File: src/rtl/multicycle_controller.sv
// multicycle_controller: Moore control FSM for the shared-memory multicycle
// MIPS datapath. Steps every instruction through fetch/decode/execute/memory/
// writeback, stalls on memready, flags unsupported op/funct with a one-cycle
// illegal pulse and exposes the current state on the state port.
//
// Handshake: memready is the memory's completion strobe. In FETCH, MEMRD and
// MEMWR the access is considered done in the cycle memready=1 and the FSM
// advances on the following edge. While memready=0 the state and every output
// hold steady. With HANDSHAKE=0 memready is ignored and treated as always 1.
module multicycle_controller #(
  parameter int ALUCTL_W  = 3,
  parameter bit HANDSHAKE = 1'b1
) (
  input  logic                clk,
  input  logic                reset,
  input  logic [5:0]          op,
  input  logic [5:0]          funct,
  input  logic                zero,
  input  logic                memready,
  output logic                iord,
  output logic                memwrite,
  output logic                irwrite,
  output logic                regdst,
  output logic                memtoreg,
  output logic                regwrite,
  output logic                alusrca,
  output logic [1:0]          alusrcb,
  output logic [1:0]          pcsrc,
  output logic                pcen,
  output logic                ori,
  output logic [ALUCTL_W-1:0] alucontrol,
  output logic                illegal,
  output logic [3:0]          state
);

  typedef enum logic [3:0] {
    FETCH   = 4'd0,
    DECODE  = 4'd1,
    MEMADR  = 4'd2,
    MEMRD   = 4'd3,
    MEMWB   = 4'd4,
    MEMWR   = 4'd5,
    RTYPEEX = 4'd6,
    RTYPEWB = 4'd7,
    BEQEX   = 4'd8,
    ADDIEX  = 4'd9,
    IMMWB   = 4'd10,
    JEX     = 4'd11,
    BNEEX   = 4'd12,
    ORIEX   = 4'd13
  } state_t;

  state_t state_q, state_d;

  // Effective memory completion; without the handshake stall states never hold.
  logic mem_ok;
  assign mem_ok = HANDSHAKE ? memready : 1'b1;

  // Write enables before the reset override.
  logic pcen_c, irwrite_c, regwrite_c, memwrite_c, illegal_c;
  logic [2:0] alu3;

  // State register; reset lands in FETCH on the first edge it is seen.
  always_ff @(posedge clk) begin
    if (reset) state_q <= FETCH;
    else       state_q <= state_d;
  end

  // Next-state and Moore outputs; everything defaults to 0 with ALU = add.
  always_comb begin
    state_d    = FETCH;
    iord       = 1'b0;
    memwrite_c = 1'b0;
    irwrite_c  = 1'b0;
    regdst     = 1'b0;
    memtoreg   = 1'b0;
    regwrite_c = 1'b0;
    alusrca    = 1'b0;
    alusrcb    = 2'b00;
    pcsrc      = 2'b00;
    pcen_c     = 1'b0;
    ori        = 1'b0;
    alu3       = 3'b010;
    illegal_c  = 1'b0;
    case (state_q)
      FETCH: begin
        alusrcb   = 2'b01;
        irwrite_c = mem_ok;
        pcen_c    = mem_ok;
        state_d   = mem_ok ? DECODE : FETCH;
      end
      DECODE: begin
        alusrcb = 2'b11;
        case (op)
          6'b100011, 6'b101011: state_d = MEMADR;
          6'b000000:            state_d = RTYPEEX;
          6'b000100:            state_d = BEQEX;
          6'b000101:            state_d = BNEEX;
          6'b001000:            state_d = ADDIEX;
          6'b001101:            state_d = ORIEX;
          6'b000010:            state_d = JEX;
          default: begin
            illegal_c = 1'b1;
            state_d   = FETCH;
          end
        endcase
      end
      MEMADR: begin
        alusrca = 1'b1;
        alusrcb = 2'b10;
        state_d = (op == 6'b100011) ? MEMRD : MEMWR;
      end
      MEMRD: begin
        iord    = 1'b1;
        state_d = mem_ok ? MEMWB : MEMRD;
      end
      MEMWB: begin
        memtoreg   = 1'b1;
        regwrite_c = 1'b1;
        state_d    = FETCH;
      end
      MEMWR: begin
        iord       = 1'b1;
        memwrite_c = 1'b1;
        state_d    = mem_ok ? FETCH : MEMWR;
      end
      RTYPEEX: begin
        alusrca = 1'b1;
        state_d = RTYPEWB;
        case (funct)
          6'b100000: alu3 = 3'b010;
          6'b100010: alu3 = 3'b110;
          6'b100100: alu3 = 3'b000;
          6'b100101: alu3 = 3'b001;
          6'b101010: alu3 = 3'b111;
          default: begin
            illegal_c = 1'b1;
            state_d   = FETCH;
          end
        endcase
      end
      RTYPEWB: begin
        regdst     = 1'b1;
        regwrite_c = 1'b1;
        state_d    = FETCH;
      end
      BEQEX, BNEEX: begin
        alusrca = 1'b1;
        alu3    = 3'b110;
        pcsrc   = 2'b01;
        pcen_c  = (state_q == BEQEX) ? zero : ~zero;
        state_d = FETCH;
      end
      ADDIEX: begin
        alusrca = 1'b1;
        alusrcb = 2'b10;
        state_d = IMMWB;
      end
      ORIEX: begin
        alusrca = 1'b1;
        alusrcb = 2'b10;
        alu3    = 3'b001;
        ori     = 1'b1;
        state_d = IMMWB;
      end
      IMMWB: begin
        regwrite_c = 1'b1;
        state_d    = FETCH;
      end
      JEX: begin
        pcsrc   = 2'b10;
        pcen_c  = 1'b1;
        state_d = FETCH;
      end
      default: state_d = FETCH;
    endcase
  end

  // Reset suppresses every enable so an aborted instruction commits nothing.
  assign pcen       = pcen_c     & ~reset;
  assign irwrite    = irwrite_c  & ~reset;
  assign regwrite   = regwrite_c & ~reset;
  assign memwrite   = memwrite_c & ~reset;
  assign illegal    = illegal_c  & ~reset;
  assign alucontrol = ALUCTL_W'(alu3);
  assign state      = state_q;

endmodule

File: config.mk
export PLATFORM = sky130hd
export DESIGN_NAME = multicycle_controller
export DESIGN_NICKNAME = d
export VERILOG_FILES = /design/src/rtl/multicycle_controller.sv
export SDC_FILE = /design/constraint.sdc
export NUM_CORES = 1
export LEC_CHECK = 0
export ABC_AREA = 1
export ABC_CLOCK_PERIOD_IN_PS = 1500
export BUFFER_PORTS_ARGS = -buffer_cell sky130_fd_sc_hd__clkbuf_2
export CORE_MARGIN = 10
export CORE_UTILIZATION = 40
export DETAILED_ROUTE_END_ITERATION = 16
export HOLD_SLACK_MARGIN = 0.12
export PLACE_DENSITY = 0.85
export SYNTH_ARGS = -nofsm -noshare
export SYNTH_HDL_FRONTEND = slang
export SYNTH_SLANG_ARGS = --single-unit
File: constraint.sdc
create_clock -name clk -period 1.5 [get_ports clk]
set_input_delay 0.3 -clock clk [delete_from_list [all_inputs] [get_ports clk]]
set_output_delay 0.3 -clock clk [all_outputs]
set_load 0.1 [all_outputs]
==> results of run 1 <==
cell usage after synthesis:
master,n
nand2_1,33
nor2_1,29
inv_1,20
nand3_1,18
o21ai_0,6
inv_2,5
a21oi_1,4
dfxtp_1,4
nor2_2,4
nor2_4,3
a31oi_1,1
buf_1,1
nand2_2,1
nand2_4,1
nand4_1,1
nor2_8,1
nor4_1,1
o21ai_1,1
o21bai_1,1
or2_2,1
cell families after synthesis:
| kind of cell | count (synthesis) | share of synthesized area |
|---|---|---|
| simple gates | 93 | 0.640 |
| buf+inv | 26 | 0.143 |
| compound gates | 13 | 0.101 |
| flops | 4 | 0.117 |
stage by stage:
stage             setup slack, ns  area, um2  cells  setup TNS [ns]
floorplan                  -0.778        881    136           -6.75
global placement          -0.0898       1560    214          -0.168
==> run metrics, run 1 <==
row count=14; hpwl dp=4.26 mm; Starting Density=0.439; die height=61.4 um; tool error=[ERROR DPL-0033] detailed placement checks failed during check placement.; number of port buffers=36; Die X=61.4 um; status=did not finish; Synth Instances=136; Synth Cell Area=684 um2; Stopped at=detailed placement (3_5_place_dp); post-synthesis sequential area ratio=0.117; RePlAce Congestion=1.04; post-synth top area share=0.181; YS warnings=0; Avg Synthesized Cell Area=5.03 um2; Mapped Nets=152; Area contributors post-synth=nand2_1 (18%), nor2_1 (16%), nand3_1 (13%); I/O pin cnt=37; Yosys top cell by area=nand2_1; Cell variety after synth=20; #FFs+latches synth=4
==> run 2, diff against run 1 <==
--- a/config.mk
+++ b/config.mk
@@ -8,11 +8,10 @@
 export ABC_AREA = 1
 export ABC_CLOCK_PERIOD_IN_PS = 1500
 export BUFFER_PORTS_ARGS = -buffer_cell sky130_fd_sc_hd__clkbuf_2
-export CORE_MARGIN = 10
-export CORE_UTILIZATION = 40
+export CORE_AREA = 10 10 71 73
 export DETAILED_ROUTE_END_ITERATION = 16
-export HOLD_SLACK_MARGIN = 0.12
-export PLACE_DENSITY = 0.85
+export DIE_AREA = 0 0 81 83
+export PLACE_DENSITY_LB_ADDON = 0.15
 export SYNTH_ARGS = -nofsm -noshare
 export SYNTH_HDL_FRONTEND = slang
 export SYNTH_SLANG_ARGS = --single-unit
==> run metrics, run 2 <==
pwr dens=364 mW/mm2; YS warnings=0; Overall Power=0.660 mW; Worst-Margin Slew=0.305 ns; drt wl/cell=11.7 um; TNS Setup=-2.29 ns; crit path time final=1.71 ns; vias per cell=4.39; Initial DRC Count=20; r2r startpoint=state[1]; XOR/XNOR share of the synthesized area=0; most frequent cells after synthesis=nand2_1 (33), nor2_1 (29), inv_1 (20); Critical Path AT=1.41 ns; fraction of layout cells with a size suffix above 1=0.616; worst-path maximum fanout=4; TritonCTS Buffers=3; GRT Resource Usage Total=0.0907; diode count=0; Yosys top cell by area=nand2_1; Overflow after GRT=0; Starting Density=0.188; CTS tree=yes; Fin Hold WS=0.490 ns; H-tree levels=1; hold path startpoint=memready; simple-gate area share of the yosys netlist=0.640; placed cells=249; Max Cap Viol=0; Clock Skew=0.00296 ns; vias=1138; Cell variety after synth=20; relative max-transition margin=0.795; max reg flops=4; commonest non-fill, non-tap cell in the layout=buf_4; # setup viols final=16; initial antenna violation count=0; CP Capture Type=output pin; status=finished with violations; first-pass GRT wire length=5.07 mm; Mapped Nets=152; Fin. Hold Viols=0; post-route setup slack=-0.206 ns; I/O pin cnt=37; largest net degree at the start of global routing=8; post-synthesis sequential area ratio=0.117; adder-cell share of the synthesized area=0; fin nets=229; hpwl dp=2.56 mm; main combinational cell family by area after synthesis=simple AND/OR/NAND/NOR gates; RePlAce Congestion=0.842; Switching Share=0.387; number of global-route vias before repair=1159; HP Class=primary input to flop; Cell Count, Final, Fillers Out=259; cell with the most instances after synthesis=nand2_1; leak pwr=0.917 nW; Top FF cell, synth=dfxtp_1; internal power=0.404 mW; Setup crit start=state[3]; synthesis-to-finish area growth=165%; fraction of registers with async set/reset=0; number of port buffers=36; routing usage on met3=0.0194; Net Switching=0.255 mW; Routed WL=3.02 mm; Clk Latency, worst-skew pair=0.22 ns; Worst Setup Start Kind=flop; Max Slew Vio Count=0; final antenna-violating net count=0; met1 GRT Util=0.0972; grt peak-use layer=met2; clock sink count=4; Die X=81 um; core area=0.00363 mm2; drt drc=0; placed inst area=0.00162 mm2; Synth Cell Area=684 um2; fin crit share=1.14; Synth Instances=136; FILL cells=369; most frequent cells in the layout=buf_4 (34), nand2_1 (26), nor2_1 (21); die height=83 um; CTS root buf=clkbuf_8; Final Util=0.498; maximum clock path buffer count=2; VDD IR-drop max=0.000315 V; post-route cell area=0.00181 mm2; post-synth top area share=0.181; post-synthesis mux area share=0; GRT met2 Usage=0.163; Place WS=-0.153 ns; DRT Pass-1 Iters=4; WS Path Type=flop to output pin; Clk pin slew, worst setup/hold paths=0.03 ns; fmax=586 MHz; Area contributors post-synth=nand2_1 (18%), nor2_1 (16%), nand3_1 (13%); failing checks=negative setup slack; DIE AREA=0.00672 mm2; logic gate share of total power=0.485; clock network fraction of total power=0.348; #FFs+latches synth=4; Reg power frac=0.167; Worst EP required=1.20 ns; compound-cell area share of the yosys netlist=0.101; Avg Synthesized Cell Area=5.03 um2; row count=22; Post-synth EDFFs=0; unrepaired setup endpoints after global routing=true
run 2: cell counts after synthesis:
Identical to the previous run, type by type.
run 2: timing repair:
action	CTS	global route
hold buffers	0	0
resized for setup	14	13
pin swaps	9	8
endpoints found under the setup margin	16	17
setup buffers	1	6
run 2: layout make-up:
class | instances | area (um2) | area share
Multi-Input combinational cell | 106 | 739 | 0.408
Inverter | 25 | 116 | 0.0643
Timing Repair Buffer | 73 | 758 | 0.419
Tap cell | 48 | 60.1 | 0.0332
Sequential cell | 4 | 95.1 | 0.0525
Clock buffer | 3 | 41.3 | 0.0228
run 2: critical path, cell delays in order, from the launching register on:
cell and delay (ns):
dfxtp_4 0.36, nor2_2 0.18, inv_2 0.08, nor2_4 0.10, nand3_2 0.10, a21oi_4 0.18, buf_12 0.19
run 2: final timing paths:
kind,to,slack (ns),cells after the start
max,illegal,-0.21,6
min,state[2],0.49,5
max reg2reg,state[2],0.19,9
min reg2reg,state[3],0.86,5
run 2: power groups by stage:
| stage | Sequential (mW) | Combinational, mW | Clock, mW |
|---|---|---|---|
| CTS | 0.110 | 0.303 | 0.236 |
| finish | 0.110 | 0.320 | 0.230 |
| floorplan | 0.129 | 0.150 | 0 |
| global route | 0.111 | 0.341 | 0.241 |
| detailed placement | 0.111 | 0.296 | 0 |
| global placement | 0.111 | 0.292 | 0 |
run 2: logic make-up (layout without fill, tap and decap cells):
group | after synthesis | in the layout
AO/OA/AOI/OAI | 13 | 13
buffers and inverters | 26 | 101
flip-flops | 4 | 4
AND/OR/NAND/NOR | 93 | 93
run 2: metal layers:
layer | up-vias | wire [um] | part of all wire
li1 | 576 | - | -
met1 | 527 | 1150 | 0.38
met2 | 31 | 1640 | 0.54
met3 | 4 | 182 | 0.060
met4 | 0 | 43 | 0.014
met5 | - | 0 | 0
Power figures use the tool's default switching activity.
